$ cat src/rtl/busarb_pkg.sv
// busarb_pkg: shared types and constants for the Unibus arbiter.
// Used by busarb and busarb_prio.
package busarb_pkg;

  typedef enum logic [2:0] {
    IDLE,
    GRANT,
    SELECTED,
    NPBUSY,
    VECSSYN,
    GAP
  } state_t;

  localparam logic [2:0] LEV4 = 3'd4;
  localparam logic [2:0] LEV5 = 3'd5;
  localparam logic [2:0] LEV6 = 3'd6;
  localparam logic [2:0] LEV7 = 3'd7;

  localparam logic [3:0] BG_OFF = 4'b1111;

  // Active-low grant word for a BR level 4..7.
  function automatic logic [3:0] bg_mask(
    input logic [2:0] lev
  );
    logic [3:0] m;
    m = BG_OFF;
    m[lev[1:0]] = 1'b0;
    return m;
  endfunction

endpackage

$ cat src/rtl/busarb_prio.sv
// busarb_prio: combinational request priority select.
// NPR is considered only when BUSARB_NPR_EN is defined.
module busarb_prio
  import busarb_pkg::*;
(
  input  logic [3:0] br_in_h,
  input  logic       npr_in_h,
  input  logic [2:0] cpu_pri,
  input  logic       cpu_intok,
  input  logic       intpend,
  output logic       win_vld,
  output logic       win_npr,
  output logic [2:0] win_lev
);

  logic       npr_ok;
  logic       br_ok;
  logic [3:0] elig;

`ifdef BUSARB_NPR_EN
  assign npr_ok = npr_in_h;
`else
  logic unused_npr;
  assign unused_npr = npr_in_h;
  assign npr_ok = 1'b0;
`endif

  assign br_ok = ~npr_ok & cpu_intok & ~intpend;

  // A BR line is eligible only above the processor priority.
  always_comb begin
    elig    = '0;
    elig[3] = br_in_h[3] & (LEV7 > cpu_pri);
    elig[2] = br_in_h[2] & (LEV6 > cpu_pri);
    elig[1] = br_in_h[1] & (LEV5 > cpu_pri);
    elig[0] = br_in_h[0] & (LEV4 > cpu_pri);
  end

  // NPR first, then the highest eligible BR level.
  always_comb begin
    win_vld = 1'b0;
    win_npr = 1'b0;
    win_lev = LEV4;
    unique case (1'b1)
      npr_ok: begin
        win_vld = 1'b1;
        win_npr = 1'b1;
      end
      br_ok & elig[3]: begin
        win_vld = 1'b1;
        win_lev = LEV7;
      end
      br_ok & elig[2] & ~elig[3]: begin
        win_vld = 1'b1;
        win_lev = LEV6;
      end
      br_ok & elig[1] & ~|elig[3:2]: begin
        win_vld = 1'b1;
        win_lev = LEV5;
      end
      br_ok & elig[0] & ~|elig[3:1]: begin
        win_vld = 1'b1;
        win_lev = LEV4;
      end
      default: ;
    endcase
  end

endmodule

$ cat src/rtl/busarb.sv
// busarb: Unibus grant arbiter and interrupt-vector receiver.
// Define BUSARB_NPR_EN to enable NPR/NPG and the NPBUSY state.
module busarb
  import busarb_pkg::*;
#(
  parameter int GRANT_TMO = 64
) (
  input  logic        CLOCK,
  input  logic        RESET,
  input  logic        init_in_h,
  input  logic [3:0]  br_in_h,
  input  logic        npr_in_h,
  input  logic        sack_in_h,
  input  logic        bbsy_in_h,
  input  logic        intr_in_h,
  input  logic [15:0] d_in_h,
  input  logic [2:0]  cpu_pri,
  input  logic        cpu_intok,
  input  logic        cpu_intack,
  output logic [3:0]  bg_out_l,
  output logic        npg_out_l,
  output logic        ssyn_out_h,
  output logic [7:0]  intvec_out,
  output logic [2:0]  intlev_out,
  output logic        intpend_out
);

  localparam int TW = $clog2(GRANT_TMO);
  localparam logic [TW-1:0] TMO_LAST =
    TW'(GRANT_TMO - 1);

  state_t          state_q;
  state_t          state_d;
  logic [TW-1:0]   tmr_q;
  logic [TW-1:0]   tmr_d;
  logic [2:0]      lev_q;
  logic [2:0]      lev_d;
  logic            npr_q;
  logic            npr_d;
  logic            cap;
  logic            pend_set;
  logic [3:0]      bg_d;
  logic            npg_d;

  logic            win_vld;
  logic            win_npr;
  logic [2:0]      win_lev;

  logic            unused_d;
  assign unused_d = ^{d_in_h[15:8], d_in_h[1:0]};

  busarb_prio u_prio (
    .br_in_h   (br_in_h),
    .npr_in_h  (npr_in_h),
    .cpu_pri   (cpu_pri),
    .cpu_intok (cpu_intok),
    .intpend   (intpend_out),
    .win_vld   (win_vld),
    .win_npr   (win_npr),
    .win_lev   (win_lev)
  );

  // Next state, grant timer and winner bookkeeping.
  always_comb begin
    state_d  = state_q;
    tmr_d    = tmr_q;
    lev_d    = lev_q;
    npr_d    = npr_q;
    cap      = 1'b0;
    pend_set = 1'b0;
    case (state_q)
      IDLE: begin
        if (win_vld) begin
          state_d = GRANT;
          tmr_d   = '0;
          lev_d   = win_lev;
          npr_d   = win_npr;
        end
      end
      GRANT: begin
        if (sack_in_h) begin
          tmr_d = '0;
`ifdef BUSARB_NPR_EN
          state_d = npr_q ? NPBUSY : SELECTED;
`else
          state_d = SELECTED;
`endif
        end else if (tmr_q == TMO_LAST) begin
          tmr_d   = '0;
          state_d = GAP;
        end else begin
          tmr_d = tmr_q + TW'(1);
        end
      end
      SELECTED: begin
        if (bbsy_in_h && intr_in_h) begin
          cap     = 1'b1;
          state_d = VECSSYN;
        end else if (!sack_in_h && !bbsy_in_h) begin
          state_d = GAP;
        end
      end
      VECSSYN: begin
        if (!intr_in_h) begin
          pend_set = 1'b1;
          state_d  = GAP;
        end
      end
`ifdef BUSARB_NPR_EN
      NPBUSY: begin
        if (!sack_in_h && !bbsy_in_h) begin
          state_d = GAP;
        end
      end
`endif
      GAP: state_d = IDLE;
      default: state_d = IDLE;
    endcase
  end

  // Grant lines follow the next state so they are registered.
  always_comb begin
    bg_d  = BG_OFF;
    npg_d = 1'b1;
    if (state_d == GRANT) begin
      if (npr_d) begin
        npg_d = 1'b0;
      end else begin
        bg_d = bg_mask(lev_d);
      end
    end
  end

  // State, grant, handshake and vector registers.
  always_ff @(posedge CLOCK or posedge RESET) begin
    if (RESET) begin
      state_q     <= IDLE;
      tmr_q       <= '0;
      lev_q       <= LEV4;
      npr_q       <= 1'b0;
      bg_out_l    <= BG_OFF;
      npg_out_l   <= 1'b1;
      ssyn_out_h  <= 1'b0;
      intvec_out  <= '0;
      intlev_out  <= '0;
      intpend_out <= 1'b0;
    end else if (init_in_h) begin
      state_q     <= IDLE;
      tmr_q       <= '0;
      lev_q       <= LEV4;
      npr_q       <= 1'b0;
      bg_out_l    <= BG_OFF;
      npg_out_l   <= 1'b1;
      ssyn_out_h  <= 1'b0;
      intvec_out  <= '0;
      intlev_out  <= '0;
      intpend_out <= 1'b0;
    end else begin
      state_q    <= state_d;
      tmr_q      <= tmr_d;
      lev_q      <= lev_d;
      npr_q      <= npr_d;
      bg_out_l   <= bg_d;
      npg_out_l  <= npg_d;
      ssyn_out_h <= (state_d == VECSSYN);
      if (cap) begin
        intvec_out <= {d_in_h[7:2], 2'b00};
        intlev_out <= lev_q;
      end
      if (pend_set) begin
        intpend_out <= 1'b1;
      end else if (cpu_intack) begin
        intpend_out <= 1'b0;
      end
    end
  end

endmodule

$ cat config.mk
export PLATFORM = sky130hd
export DESIGN_NAME = busarb
export DESIGN_NICKNAME = d
export VERILOG_FILES = /design/src/rtl/busarb_pkg.sv /design/src/rtl/busarb_prio.sv /design/src/rtl/busarb.sv
export SDC_FILE = /design/constraint.sdc
export NUM_CORES = 1
export LEC_CHECK = 0
export CAP_MARGIN = 10
export CORE_MARGIN = 2
export CORE_UTILIZATION = 50
export CTS_BUF_LIST = sky130_fd_sc_hd__clkbuf_4 sky130_fd_sc_hd__clkbuf_8
export CTS_CLUSTER_SIZE = 40
export DETAILED_ROUTE_END_ITERATION = 7
export PLACE_DENSITY = 0.87
export SLEW_MARGIN = 20
export SYNTH_ARGS = -nofsm -noshare
export SYNTH_HDL_FRONTEND = slang
export SYNTH_SLANG_ARGS = --single-unit
$ cat constraint.sdc
create_clock -name CLOCK -period 3.52 [get_ports CLOCK]
set_input_delay 0.704 -clock CLOCK [delete_from_list [all_inputs] [get_ports CLOCK]]
set_output_delay 0.704 -clock CLOCK [all_outputs]
set_load 0.01 [all_outputs]
# == After elaboration in Yosys (flattened, before gate mapping) ==
# Cells that the tools add are included.
# word_totals
regBits,31
inputBits,32
# classes
add_sub_neg,1
magnitude_cmp,6
eq_ne,7
n_mux,41
bitwise,15
n_reduce_logical,18
# ops
operator,n
3-bit two-way mux,12
6-bit two-way mux,4
1-bit two-way mux,16
8-bit two-way mux,2
1-bit bitwise AND,12
"3-bit > comparator, first input constant",4
4-bit two-way mux,3
3-bit one-hot mux with 4 select lines,1
6-bit one-hot mux with 2 select lines,1
"6-bit by 1-bit adder with 6-bit output, second input constant",1
"3-bit by 1-bit == test with 1-bit output, second input constant",2
"3-bit == test, second input constant",2
"6-bit == test, second input constant",1
2-bit one-hot mux with 3 select lines,1
2-bit nonzero test,3
3-bit nonzero test,2
1-bit zero test,4
4-bit inverter,1
2-bit AND reduction,2
4-bit OR reduction,1
"3-bit by 2-bit == test with 1-bit output, second input constant",1
1-bit logical AND,3
3-bit zero test,1
"2-bit by 3-bit less-than comparator with 1-bit output, second input constant",1
other kinds (6),7

# == Longest topological paths before layout ==
# Gate-level depths: netlist (run 1).
# depth
word_depth,17
mapped_depth,7
mapped_depth_nobuf,6

# == By module ==
# A second synthesis (run 1) with hierarchy kept.
# unflattened
cells_unflattened,145
area_unflattened_um2,1516.5
# by_module_without_submodules
mod,n_inst,cells_each,area_each_um2
busarb,1,130,1408.9
busarb_prio,1,15,107.6

# == Least setup slack after synthesis (run 1) ==
# No wires, ideal clock.
# synth_timing
path_kind,input port to flip-flop
start,input cpu_pri[1]
end,register bg_out_l[0]
setup_time_ps,97
arrival_ps,1935
required_time_ps,3423
slack_ps,1487
cell_stages,5
path_buffers,0
cell_sequence,or3b_2 > a211oi_2 > a2bb2oi_1 > nor4b_2 > nand3_1
# synth_between
elab_chain_cells,17
word_cells_on_any_way,39
# synth_lines
element,line_no,source
from (decl),busarb.sv:17,"input logic [2:0] cpu_pri,"
3-bit > comparator (on tied branches),"busarb_prio.sv:35, busarb_prio.sv:33, busarb_prio.sv:34",
1-bit bitwise AND (on tied branches),"busarb_prio.sv:35, busarb_prio.sv:33, busarb_prio.sv:34",
3-bit OR reduction or 2-bit OR reduction (tied branches),"busarb_prio.sv:61, busarb_prio.sv:57",
1-bit zero test (on tied branches),"busarb_prio.sv:61, busarb_prio.sv:57",
1-bit bitwise AND (on tied branches),"busarb_prio.sv:61, busarb_prio.sv:57",
4-bit OR reduction (no source line),-,
1-bit two-way mux,busarb_prio.sv:44,unique case (1'b1)
3-bit two-way mux,busarb.sv:73,if (win_vld) begin
3-bit two-way mux,busarb.sv:71,case (state_q)
2-bit by 3-bit less-than comparator with 1-bit output (not written as such) or 2-bit by 1-bit greater-or-equal comparator with 1-bit output (tied branches),busarb_pkg.sv:27,m[lev[1:0]] = 1'b0;
1-bit logical AND (not written as such),busarb_pkg.sv:27,
1-bit two-way mux (not written as such),busarb_pkg.sv:27,
1-bit demux with 2-bit select,busarb_pkg.sv:27,
4-bit inverter (no source line),-,
4-bit two-way mux,busarb.sv:126,if (npr_d) begin
4-bit two-way mux *,busarb.sv:125,if (state_d == GRANT) begin
4-bit two-way mux *,busarb.sv:147,end else if (init_in_h) begin
to (signal assigned),busarb.sv:163,bg_out_l <= bg_d;
to (decl),busarb.sv:20,"output logic [3:0] bg_out_l,"
# Mark *: on every way between the ends. The rest lies on a longest branch, timed or not. The select of a mux whose other input is x is not followed.
# A chain may end at the register's enable or synchronous reset.

# == Worst setup path in the final report (run 1) ==
# layout_timing
start,input br_in_h[1]
end,register bg_out_l[2]
# layout_between
elab_chain_cells,16
word_cells_on_any_way,25
# layout_lines
element,line_no,source
from (decl),busarb.sv:11,"input logic [3:0] br_in_h,"
1-bit bitwise AND *,busarb_prio.sv:35,elig[1] = br_in_h[1] & (LEV5 > cpu_pri);
3-bit OR reduction,busarb_prio.sv:61,br_ok & elig[0] & ~|elig[3:1]: begin
1-bit zero test,busarb_prio.sv:61,
1-bit bitwise AND,busarb_prio.sv:61,
4-bit OR reduction (no source line),-,
1-bit two-way mux,busarb_prio.sv:44,
3-bit two-way mux,busarb.sv:73,
3-bit two-way mux,busarb.sv:71,
2-bit by 3-bit less-than comparator with 1-bit output (not written as such) or 2-bit by 1-bit greater-or-equal comparator with 1-bit output (tied branches),busarb_pkg.sv:27,
1-bit logical AND (not written as such),busarb_pkg.sv:27,
1-bit two-way mux (not written as such),busarb_pkg.sv:27,
1-bit demux with 2-bit select,busarb_pkg.sv:27,
4-bit inverter (no source line),-,
4-bit two-way mux,busarb.sv:126,
4-bit two-way mux *,busarb.sv:125,
4-bit two-way mux *,busarb.sv:147,
# Marks and branches as above.

==> results.md, run 1 <==
* Run status: finished, final reports clean
* Unique masters post-synth at 44
* Die height at 58.1 um
* Cell area after synthesis at 0.00146 mm^2
* Clock-pin slew on the worst setup and hold paths at 0.09 ns
* Unrepaired setup endpoints after global routing: no
* Final non-filler cell total at 217
* Slew @ Worst Pin at 0.703 ns
* Synth Flop Type: dfrtp_1
* Sink Count at 29
* Placed insts at 209
* ANT cells at 0
* Crit start category: primary input
* Share of flip-flops with an asynchronous set or reset at 1.00
* Max-slew violation count at 0
* GPL Wtd Cong at 0.846
* Fin. Hold Viols at 0
* Synthesis Warnings at 0
* WP data arrival at 2.66 ns
* FILL cells at 203
* Top-Level Pins at 50
* Fin crit period at 2.41 ns
* CTS resizes at 0
* Global-route usage over all layers at 0.227
* Final net count at 218
* Layout Skew at 0.0125 ns
* Max-cap violations at 0
* FF-to-FF End: ssyn_out_h
* Core Region at 0.00276 mm^2
* Max FO, Critical Path at 4
* Final setup viols at 0
* ANT nets after route at 0
* #FFs+latches synth at 29
* Syn_area_per_cell at 9.87 um^2
* Worst setup EP type: register
* # Post-CTS Setup Buffers at 0
* TNS Setup at 0 ns
* Worst vdd ir at 357 uV
* R2R Setup Slk at 1.41 ns
* Clock Root Buffer: clkbuf_4
* Hold depth at 2
* Worst r2r src: state_q[0]
* Largest net degree at the start of global routing at 30
* CTS HTree Levels at 2
* Initial antenna violation count at 0
* FF+latch area at 733 um^2
* DRC viols at 0
* Cells after synthesis at 148
* Fmax at 415 MHz
* Vias in the first global route at 1,227
* Multi-input logic area at 657 um^2
* Fraction of layout cells with a size suffix above 1 at 0.129
* EDFF count, synth at 0
* Number of placement rows at 19
* Max Root-Sink Buffers at 2
* Port-buffer cells at 36
* WL final at 3340 um
* Worst min-delay path class: reg -> reg
* Die area at 0.00337 mm^2
* Slew headroom at 0.530
* WHS Endpoint: lev_q[2]
* Min-delay src: lev_q[2]
* Post-synthesis sequential area ratio at 0.502
* R2R depth at 4
* Initial drt markers at 52
* Pwr Density at 365 mW/mm^2
* TritonCTS buffer count at 5
* Post-cts hold buffer count at 0
* WL/cell at 15.4 um
* Leakage power at 0.787 nW
* Crit share post-route at 0.684
* P&R area growth vs syn at 30.3%
* Via Count at 1,253
* Initial core utilization at 0.530
* First-pass GRT wire length at 5670 um
* WP data required at 3.77 ns
* CP Class: in -> reg
* Skew-Pair Late Insertion Delay at 0.35 ns
* Post-DP HPWL at 2310 um
* DRT Pass-1 Iters at 5
* Grt ovf at 0
* Die Wd at 58.1 um
* Vias per cell at 5.77
* CTS tree: yes
==> cells by family (layout without fill, tap and decap cells) <==
kind of cell,after synthesis,count (layout),share of synthesized area
AND/OR/NAND/NOR,58,58,0.218
AO/OA/AOI/OAI,29,29,0.132
flip-flops,29,29,0.502
buffers and inverters,18,55,0.0557
multiplexers,10,10,0.0685
adder cells (fa/ha/maj),2,2,0.0154
other,1,2,0.00257
XOR/XNOR,1,1,0.00599
==> power breakdown <==
group          internal (W)  switching [W]
registers          0.000343     0.00000963
clock network      0.000115       0.000122
logic             0.0000506      0.0000536
==> through the flow <==
step           area [um^2]  setup WS, ns   util  power, W  hold slack [ns]
2_1_floorplan         1470          1.49      -  0.000419            0.489
3_3_place_gp          1830         0.829  0.665  0.000458            0.503
3_5_place_dp          1830         0.793  0.665  0.000462            0.505
6_report              1900          1.11  0.691  0.000695            0.515
5_1_grt               1900         0.962  0.691  0.000726            0.573
4_1_cts               1900          1.13  0.691  0.000700            0.521
==> layout by cell type, fill, tap and decap left out, types with 5 or more instances in the layout <==
cell	count
clkdlybuf4s50_1	36
dfrtp_1	23
nor2_1	19
mux2i_1	10
inv_1	9
nand3_1	9
nand2_1	8
a21oi_1	8
o21ai_0	6
dfstp_2	6
clkbuf_4	5
==> worst max-delay path, cell delays in order <==
cell and delay [ns]:
clkdlybuf4s50_1 0.50, or3b_2 0.50, nand4_1 0.19, a21boi_0 0.22, nor4_1 0.41, nand3_1 0.13
==> metal layers <==
metal	global-route usage	vias to the layer above	share of wire
met5	0	-	0
met4	0.0864	0	0.017
met3	0.0848	7	0.076
met2	0.369	49	0.50
met1	0.275	604	0.41
li1	-	593	-
==> cell usage after synthesis, types with 3 or more instances <==
| master | n | area, um^2 |
|---|---|---|
| a21oi_1 | 8 | 40.0 |
| nand3_1 | 9 | 45.0 |
| dfstp_2 | 6 | 158 |
| buf_4 | 3 | 22.5 |
| inv_1 | 10 | 37.5 |
| dfrtp_1 | 23 | 576 |
| o21ai_0 | 6 | 30.0 |
| mux2i_1 | 10 | 100 |
| nor2_1 | 19 | 71.3 |
| nor4_1 | 3 | 18.8 |
| nand2_1 | 8 | 30.0 |
| clkbuf_1 | 3 | 11.3 |
==> worst max-delay path by stage <==
stage,from,endpoint,slack (ns)
5_1_grt,br_in_h[1],bg_out_l[2],0.96
3_5_place_dp,br_in_h[1],bg_out_l[0],0.79
6_report,br_in_h[1],bg_out_l[2],1.11
4_1_cts,sack_in_h,ssyn_out_h,1.13
3_3_place_gp,br_in_h[1],bg_out_l[2],0.83
2_1_floorplan,cpu_pri[1],bg_out_l[0],1.49
==> flip-flops by register name (all words and copies together) (netlist names) <==
signal and count:
intvec_out 6, tmr_q 6, bg_out_l 4, intlev_out 3
lev_q 3, state_q 3, intpend_out 1, npg_out_l 1
npr_q 1, ssyn_out_h 1
==> area by class of cell <==
type	count	area share
clock inverter	1	0.00263
multi-input combinational	102	0.345
sequential	29	0.385
timing repair buffer	37	0.193
clock buffer	7	0.0342
tap	31	0.0204
inverter	10	0.0197
No activity file was read; power rests on OpenSTA's default activity.
==> inputs of run 2 (changes only) <==
- CORE_UTILIZATION: 50 -> 42
- PLACE_DENSITY: 0.87 -> 0.78
- clock period: 3.52 -> 2.2 ns (I/O delays scaled with it)
==> run 2 against run 1 <==
Sequential share of layout area shrank 2.9 points. Critical path depth unchanged. Global-route usage decreased by 2.9 points. Core utilization down 7.4 points. Total power grew 57%. Wire length increased by 8.7%. Combinational power increased by 99%.
==> results.md, run 2 (synthesis gave the netlist of run 1 again) <==
* Global-route usage over all layers at 0.198 (was 0.227)
* Initial antenna violation count at 0 (unchanged)
* Worst min-delay path class: in -> async (was reg -> reg)
* P&R area growth vs syn at 40.8% (was 30.3%)
* Grt ovf at 0 (unchanged)
* Final non-filler cell total at 252 (was 217)
* FILL cells at 286 (was 203)
* Unrepaired setup endpoints after global routing: no (unchanged)
* Worst setup EP type: register (unchanged)
* CTS HTree Levels at 2 (unchanged)
* Via Count at 1,308 (was 1,253)
* Clock-pin slew on the worst setup and hold paths at 0.10 ns (was 0.09 ns)
* Final net count at 238 (was 218)
* Number of placement rows at 21 (was 19)
* Fin. Hold Viols at 0 (unchanged)
* Die Wd at 63.0 um (was 58.1 um)
* Largest net degree at the start of global routing at 30 (unchanged)
* CTS resizes at 0 (unchanged)
* Top Registers: intvec_out: 6 flops, tmr_q: 6 flops, bg_out_l: 4 flops (unchanged)
* Reg power frac at 0.512 (was 0.508)
* Crit start category: primary input (unchanged)
* Top-Level Pins at 50 (unchanged)
* Fraction of layout cells with a size suffix above 1 at 0.209 (was 0.129)
* Max-slew violation count at 0 (unchanged)
* WL met3 at 213 um (was 255 um)
* Sink Count at 29 (unchanged)
* TritonCTS buffer count at 5 (unchanged)
* Max-cap violations at 0 (unchanged)
* First-pass GRT wire length at 6090 um (was 5670 um)
* Post-DP HPWL at 2740 um (was 2310 um)
* Post-cts hold buffer count at 0 (unchanged)
* Most common cell after layout, fill and taps aside: clkdlybuf4s50_1 (unchanged)
* Layout Skew at 0.0150 ns (was 0.0125 ns)
* DRC viols at 0 (unchanged)
* ANT cells at 0 (unchanged)
* Placed insts at 244 (was 209)
* Die area at 0.00397 mm^2 (was 0.00337 mm^2)
* Initial core utilization at 0.438 (was 0.530)
* Clock Root Buffer: clkbuf_4 (unchanged)
* Initial drt markers at 61 (was 52)
* Crit share post-route at 0.947
* Pwr Density at 530 mW/mm^2 (was 365 mW/mm^2)
* Clock power share at 0.298 (was 0.342)
* Commonest non-fill, non-tap cells in the layout: clkdlybuf4s50_1 (36), dfrtp_1 (23), buf_4 (21) (was clkdlybuf4s50_1 (36), dfrtp_1 (23), nor2_1 (19))
* Fin util at 0.617 (was 0.691)
* Highest Signal Layer: met4 (unchanged)
* Worst vdd ir at 338 uV (was 357 uV)
* Slew headroom at 0.595 (was 0.530)
* DRT Pass-1 Iters at 4 (was 5)
* WL met2 at 1880 um (was 1670 um)
* Run status: finished, final reports clean (unchanged)
* CTS tree: yes (unchanged)
* Max FO, Critical Path at 4 (unchanged)
* # Post-CTS Setup Buffers at 0 (unchanged)
* Slew @ Worst Pin at 0.604 ns (was 0.703 ns)
* Vias per cell at 5.19 (was 5.77)
* GPL Wtd Cong at 0.824 (was 0.846)
* Fmax at 480 MHz
* Skew-Pair Late Insertion Delay at 0.33 ns (was 0.35 ns)
* Final setup viols at 0 (unchanged)
* Metal-1 WL at 1510 um (was 1360 um)
* Switching part of the total power at 0.275 (was 0.267)
* Comb pwr share at 0.190 (was 0.150)
* Port-buffer cells at 36 (unchanged)
* Vias in the first global route at 1,333 (was 1,227)
* WP data required at 2.43 ns (was 3.77 ns)
* Die height at 63.0 um (was 58.1 um)
* Leakage power at 0.878 nW (was 0.787 nW)
* ANT nets after route at 0 (unchanged)
* WL/cell at 14.4 um (was 15.4 um)
* WL final at 3640 um (was 3340 um)
* Fin crit period at 2.08 ns
* Switching pwr at 0.000300 W (was 0.000186 W)
* Multi-input logic area at 657 um^2 (unchanged)
* CP Class: in -> reg (unchanged)
* Cell Int Power at 0.000791 W (was 0.000509 W)
* WP data arrival at 2.31 ns (was 2.66 ns)
* Max Root-Sink Buffers at 2 (unchanged)
* FF+latch area at 733 um^2 (unchanged)
* Core Region at 0.00334 mm^2 (was 0.00276 mm^2)
[run 2: cell types whose count changed in the layout (fill, tap and decap cells not counted), sizes merged]
cell    before  now
buf          1   21
clkbuf       7    6
clkinv       1    2
[run 2: power groups by stage]
stage	sequential [W]	clock [W]	combinational [W]
2_1_floorplan	0.000569	0	0.000102
3_5_place_dp	0.000568	0	0.000206
5_1_grt	0.000560	0.000363	0.000226
6_report	0.000558	0.000325	0.000207
4_1_cts	0.000558	0.000333	0.000208
3_3_place_gp	0.000567	0	0.000199
[run 2: metal layers]
metal,global-route usage,vias to the layer above
li1,-,635
met1,0.232,628
met2,0.330,41
met3,0.0757,4
met4,0.0694,0
met5,0,-
[run 2: cell type report]
type / count / share of cell area
inverters: 10 / 0.0182
repair buffers: 57 / 0.252
multi-input cells: 102 / 0.319
flip-flops and latches: 29 / 0.356
clock inverters: 2 / 0.00486
clock buffers: 6 / 0.0219
well taps: 46 / 0.0280
[run 2: worst paths after layout]
check	startpoint	end	slack, ns	depth (start not counted)
setup / recovery	br_in_h[1]	bg_out_l[2]	0.12	6
hold / removal	RESET	state_q[2]	0.46	3
setup reg to reg	state_q[1]	bg_out_l[2]	0.19	5
hold reg to reg	lev_q[2]	lev_q[2]	0.52	2
max in group asynchronous	RESET	bg_out_l[3]	1.41	3
min in group CLOCK	lev_q[2]	lev_q[2]	0.52	2
[run 2: metrics by stage]
stage | TNS, ns | total power, W | cell area (um^2) | setup WS [ns] | hold slack [ns]
2_1_floorplan | 0 | 0.000670 | 1470 | 0.398 | 0.489
3_3_place_gp | -0.777 | 0.000766 | 2000 | -0.155 | 0.503
3_5_place_dp | -1.21 | 0.000774 | 2000 | -0.222 | 0.505
4_1_cts | 0 | 0.00110 | 2060 | 0.137 | 0.465
5_1_grt | 0 | 0.00115 | 2060 | 0.0592 | 0.538
6_report | 0 | 0.00109 | 2060 | 0.117 | 0.463
[run 2: worst max-delay path: stages]
cell and delay [ns]:
clkdlybuf4s50_1 0.51, or3b_2 0.50, nand4_1 0.15, a21boi_0 0.20, nor4_1 0.41, nand3_1 0.12
==> inputs of run 3 (changes only) <==
- ABC_AREA: not set -> 1
- PLACE_DENSITY: 0.78 -> 0.77
==> run 3 against run 2 <==
First-iteration DRC count up 69%. Critical path type is now reg -> out. Count of clock-buffer cells in the layout decreased by 1. Final cell count is 7.9% higher. Register-to-register slack gained 0.40 ns. Combinational power shrank 8%. Sequential share of layout area up 0.89 points. Via count is 2.8% higher. Worst setup slack improved by 0.27 ns. Die area increased by 2.0%. Worst hold slack improved by 0.011 ns. Highest routed layer unchanged. Synthesized area up 2.1%. Synthesized cell count grew 24%.
==> results.md, run 3 <==
* Most common cell after layout, fill and taps aside: nand2_1 (was clkdlybuf4s50_1)
* R2R Setup Slk at 0.59 ns (was 0.19 ns)
* CP Depth at 1 (was 6)
* R2R depth at 8 (was 5)
* Unique masters post-synth at 31 (was 44)
* Run status: finished, final reports clean (unchanged)
* TritonCTS buffer count at 5 (unchanged)
* #FFs+latches synth at 29 (unchanged)
* Grt ovf at 0 (unchanged)
* Worst path max stage delay at 0.53 ns (was 0.51 ns)
* Ranking of synthesized cells by area: dfrtp_1 (39%), nand2_1 (13%), dfstp_2 (11%) (was dfrtp_1 (39%), dfstp_2 (11%), mux2i_1 (6.8%))
* Crit. Startpoint: bg_out_l[3] (was br_in_h[1])
* Post-synthesis sequential area ratio at 0.491 (was 0.502)
* Sink Count at 29 (unchanged)
* Port-buffer cells at 36 (unchanged)
* Via Count at 1,345 (was 1,308)
* Fin. Hold Viols at 0 (unchanged)
* Synth area leader: dfrtp_1 (unchanged)
* Number of placement rows at 21 (unchanged)
* ANT cells at 0 (unchanged)
* Core Region at 0.00336 mm^2 (was 0.00334 mm^2)
* Most common cell in the netlist: nand2_1 (was dfrtp_1)
* Final net count at 258 (was 238)
* CTS HTree Levels at 2 (unchanged)
* First-pass GRT wire length at 5450 um (was 6090 um)
* Leakage power at 1.01 nW (was 0.878 nW)
* Setup WS pre-CTS at 0.306 ns (was -0.222 ns)
* Cell Int Power at 0.000982 W (was 0.000791 W)
* TNS Setup at 0 ns (unchanged)
* FF-to-FF End: bg_out_l[3] (was bg_out_l[2])
* Die height at 63.6 um (was 63.0 um)
* Top-Level Pins at 50 (unchanged)
* P&R area growth vs syn at 34.5% (was 40.8%)
* End of the critical path: bg_out_l[3] (was bg_out_l[2])
* Max-slew violation count at 0 (unchanged)
* Crit-path cells: clkdlybuf4s50_1 (was clkdlybuf4s50_1 > or3b_2 > nand4_1 > a21boi_0 > nor4_1 > nand3_1)
* Worst r2r src: tmr_q[0] (was state_q[1])
* Cells after synthesis at 183 (was 148)
* Post-route worst setup slack at 0.387 ns (was 0.117 ns)
* WL final at 3050 um (was 3640 um)
* Metal-1 WL at 1350 um (was 1510 um)
* Largest net degree at the start of global routing at 30 (unchanged)
* Skew-Pair Late Insertion Delay at 0.33 ns (about the same)
* Design Power at 0.00129 W (was 0.00109 W)
* # Post-CTS Setup Buffers at 0 (unchanged)
* Initial drt markers at 103 (was 61)
* DRT Pass-1 Iters at 4 (unchanged)
* Initial core utilization at 0.444 (was 0.438)
* Bufs and invs on worst path at 1 (unchanged)
* Share of flip-flops with an asynchronous set or reset at 1.00 (unchanged)
* Worst setup EP type: output pin (was register)
* Fraction of layout cells with a size suffix above 1 at 0.173 (was 0.209)
* Switching pwr at 0.000310 W (was 0.000300 W)
* Synthesis Warnings at 0 (unchanged)
* Clock power share at 0.421 (was 0.298)
* Max FO, Critical Path at 1 (was 4)
* Vias per cell at 4.94 (was 5.19)
* Comb pwr share at 0.147 (was 0.190)
* Final setup viols at 0 (unchanged)
* Initial antenna violation count at 0 (unchanged)
* Clock-pin slew on the worst setup and hold paths at 0.10 ns (about the same)
* Syn_area_per_cell at 8.16 um^2 (was 9.87 um^2)
* WP data required at 1.76 ns (was 2.43 ns)
* Switching part of the total power at 0.240 (was 0.275)
* CTS tree: yes (unchanged)
* Top delay family on crit path: flip-flops (was simple AND/OR/NAND/NOR gates)
* WL met3 at 172 um (was 213 um)
* Highest Signal Layer: met4 (unchanged)
* DRC viols at 0 (unchanged)
* Commonest non-fill, non-tap cells in the layout: nand2_1 (50), clkdlybuf4s50_1 (36), nand3_1 (25) (was clkdlybuf4s50_1 (36), dfrtp_1 (23), buf_4 (21))
* Cell area after synthesis at 0.00149 mm^2 (was 0.00146 mm^2)
* Global-route usage over all layers at 0.170 (was 0.198)
* Worst min-delay path class: in -> async (unchanged)
* Unrepaired setup endpoints after global routing: no (unchanged)
* Pwr Density at 643 mW/mm^2 (was 530 mW/mm^2)
* Top Registers: intvec_out: 6 flops, tmr_q: 6 flops, bg_out_l: 4 flops (unchanged)
* Area share of the largest cell type after synthesis at 0.386 (was 0.394)
* EDFF count, synth at 0 (unchanged)
* Reg power frac at 0.432 (was 0.512)
* Worst vdd ir at 465 uV (was 338 uV)
* Vias in the first global route at 1,252 (was 1,333)
* Fmax at 552 MHz (was 480 MHz)
* Layout Skew at 0.0132 ns (was 0.0150 ns)
* Post-synth top cells: nand2_1 (50), nand3_1 (25), dfrtp_1 (23) (was dfrtp_1 (23), nor2_1 (19), inv_1 (10), mux2i_1 (10), nand3_1 (9))
* WHS at 0.474 ns (was 0.463 ns)
* Post-DP HPWL at 2270 um (was 2740 um)
* WL met2 at 1510 um (was 1880 um)
* CP Class: reg -> out (was in -> reg)
* Fin crit period at 1.81 ns (was 2.08 ns)
* WL/cell at 11.2 um (was 14.4 um)
* CP max-delay cell: dfstp_2 (was clkdlybuf4s50_1)
* Die Wd at 63.6 um (was 63.0 um)
* Synth Flop Type: dfrtp_1 (unchanged)
* CTS resizes at 0 (unchanged)
* Clock Root Buffer: clkbuf_4 (unchanged)
* Post-cts hold buffer count at 0 (unchanged)
* Die area at 0.00405 mm^2 (was 0.00397 mm^2)
* Max Root-Sink Buffers at 2 (unchanged)
* GPL Wtd Cong at 0.886 (was 0.824)
* Crit share post-route at 0.824 (was 0.947)
* ANT nets after route at 0 (unchanged)
* WP data arrival at 1.37 ns (was 2.31 ns)
* Fin util at 0.597 (was 0.617)
* Crit start category: register (was primary input)
* Max-cap violations at 0 (unchanged)
==> run 3: final cells by class <==
class                   count  area [um^2]
clock inverters             3         65.1
well taps                  46         57.6
fillers                   316         1360
flip-flops and latches     29          733
repair buffers             39          383
multi-input cells         127          646
clock buffers               5         37.5
inverters                  23         86.3
==> run 3: how the worst min path moves through the flow <==
stage	start	end	cells past startpoint	slack, ns
floorplan	tmr_q[3]	tmr_q[3]	2	0.46
global placement	intvec_out[2]	intvec_out[2]	2	0.48
finish	RESET	intvec_out[7]	3	0.47
CTS	RESET	intvec_out[4]	3	0.47
global route	RESET	intvec_out[4]	3	0.50
detailed placement	intvec_out[2]	intvec_out[2]	2	0.49
==> run 3: metal layers <==
metal / track usage / vias up
li1: - / 665
met1: 0.213 / 633
met2: 0.283 / 43
met3: 0.0429 / 4
met4: 0.0598 / 0
met5: 0 / -
==> run 3: cell families (layout without fill, tap and decap cells) <==
family / Yosys count / in the layout / share of synthesized area
flops: 29 / 29 / 0.491
fa+ha+maj: 1 / 1 / 0.00838
buf+inv: 28 / 70 / 0.0788
other cells: 1 / 2 / 0.00251
simple gates: 112 / 112 / 0.360
xor+xnor: 2 / 2 / 0.0117
compound gates: 10 / 10 / 0.0478
==> run 3: power by group through the flow <==
stage	Combinational [W]	Clock (W)	Sequential, W
4_1_cts	0.000191	0.000558	0.000558
3_3_place_gp	0.000189	0	0.000568
5_1_grt	0.000213	0.000585	0.000560
2_1_floorplan	0.000115	0	0.000570
6_report	0.000190	0.000543	0.000559
3_5_place_dp	0.000191	0	0.000568
==> run 3: per-stage QoR <==
stage / area (um^2) / std cells
2_1_floorplan: 1500 / 184
3_3_place_gp: 1910 / 264
3_5_place_dp: 1910 / 264
4_1_cts: 2010 / 272
5_1_grt: 2010 / 272
6_report: 2010 / 272
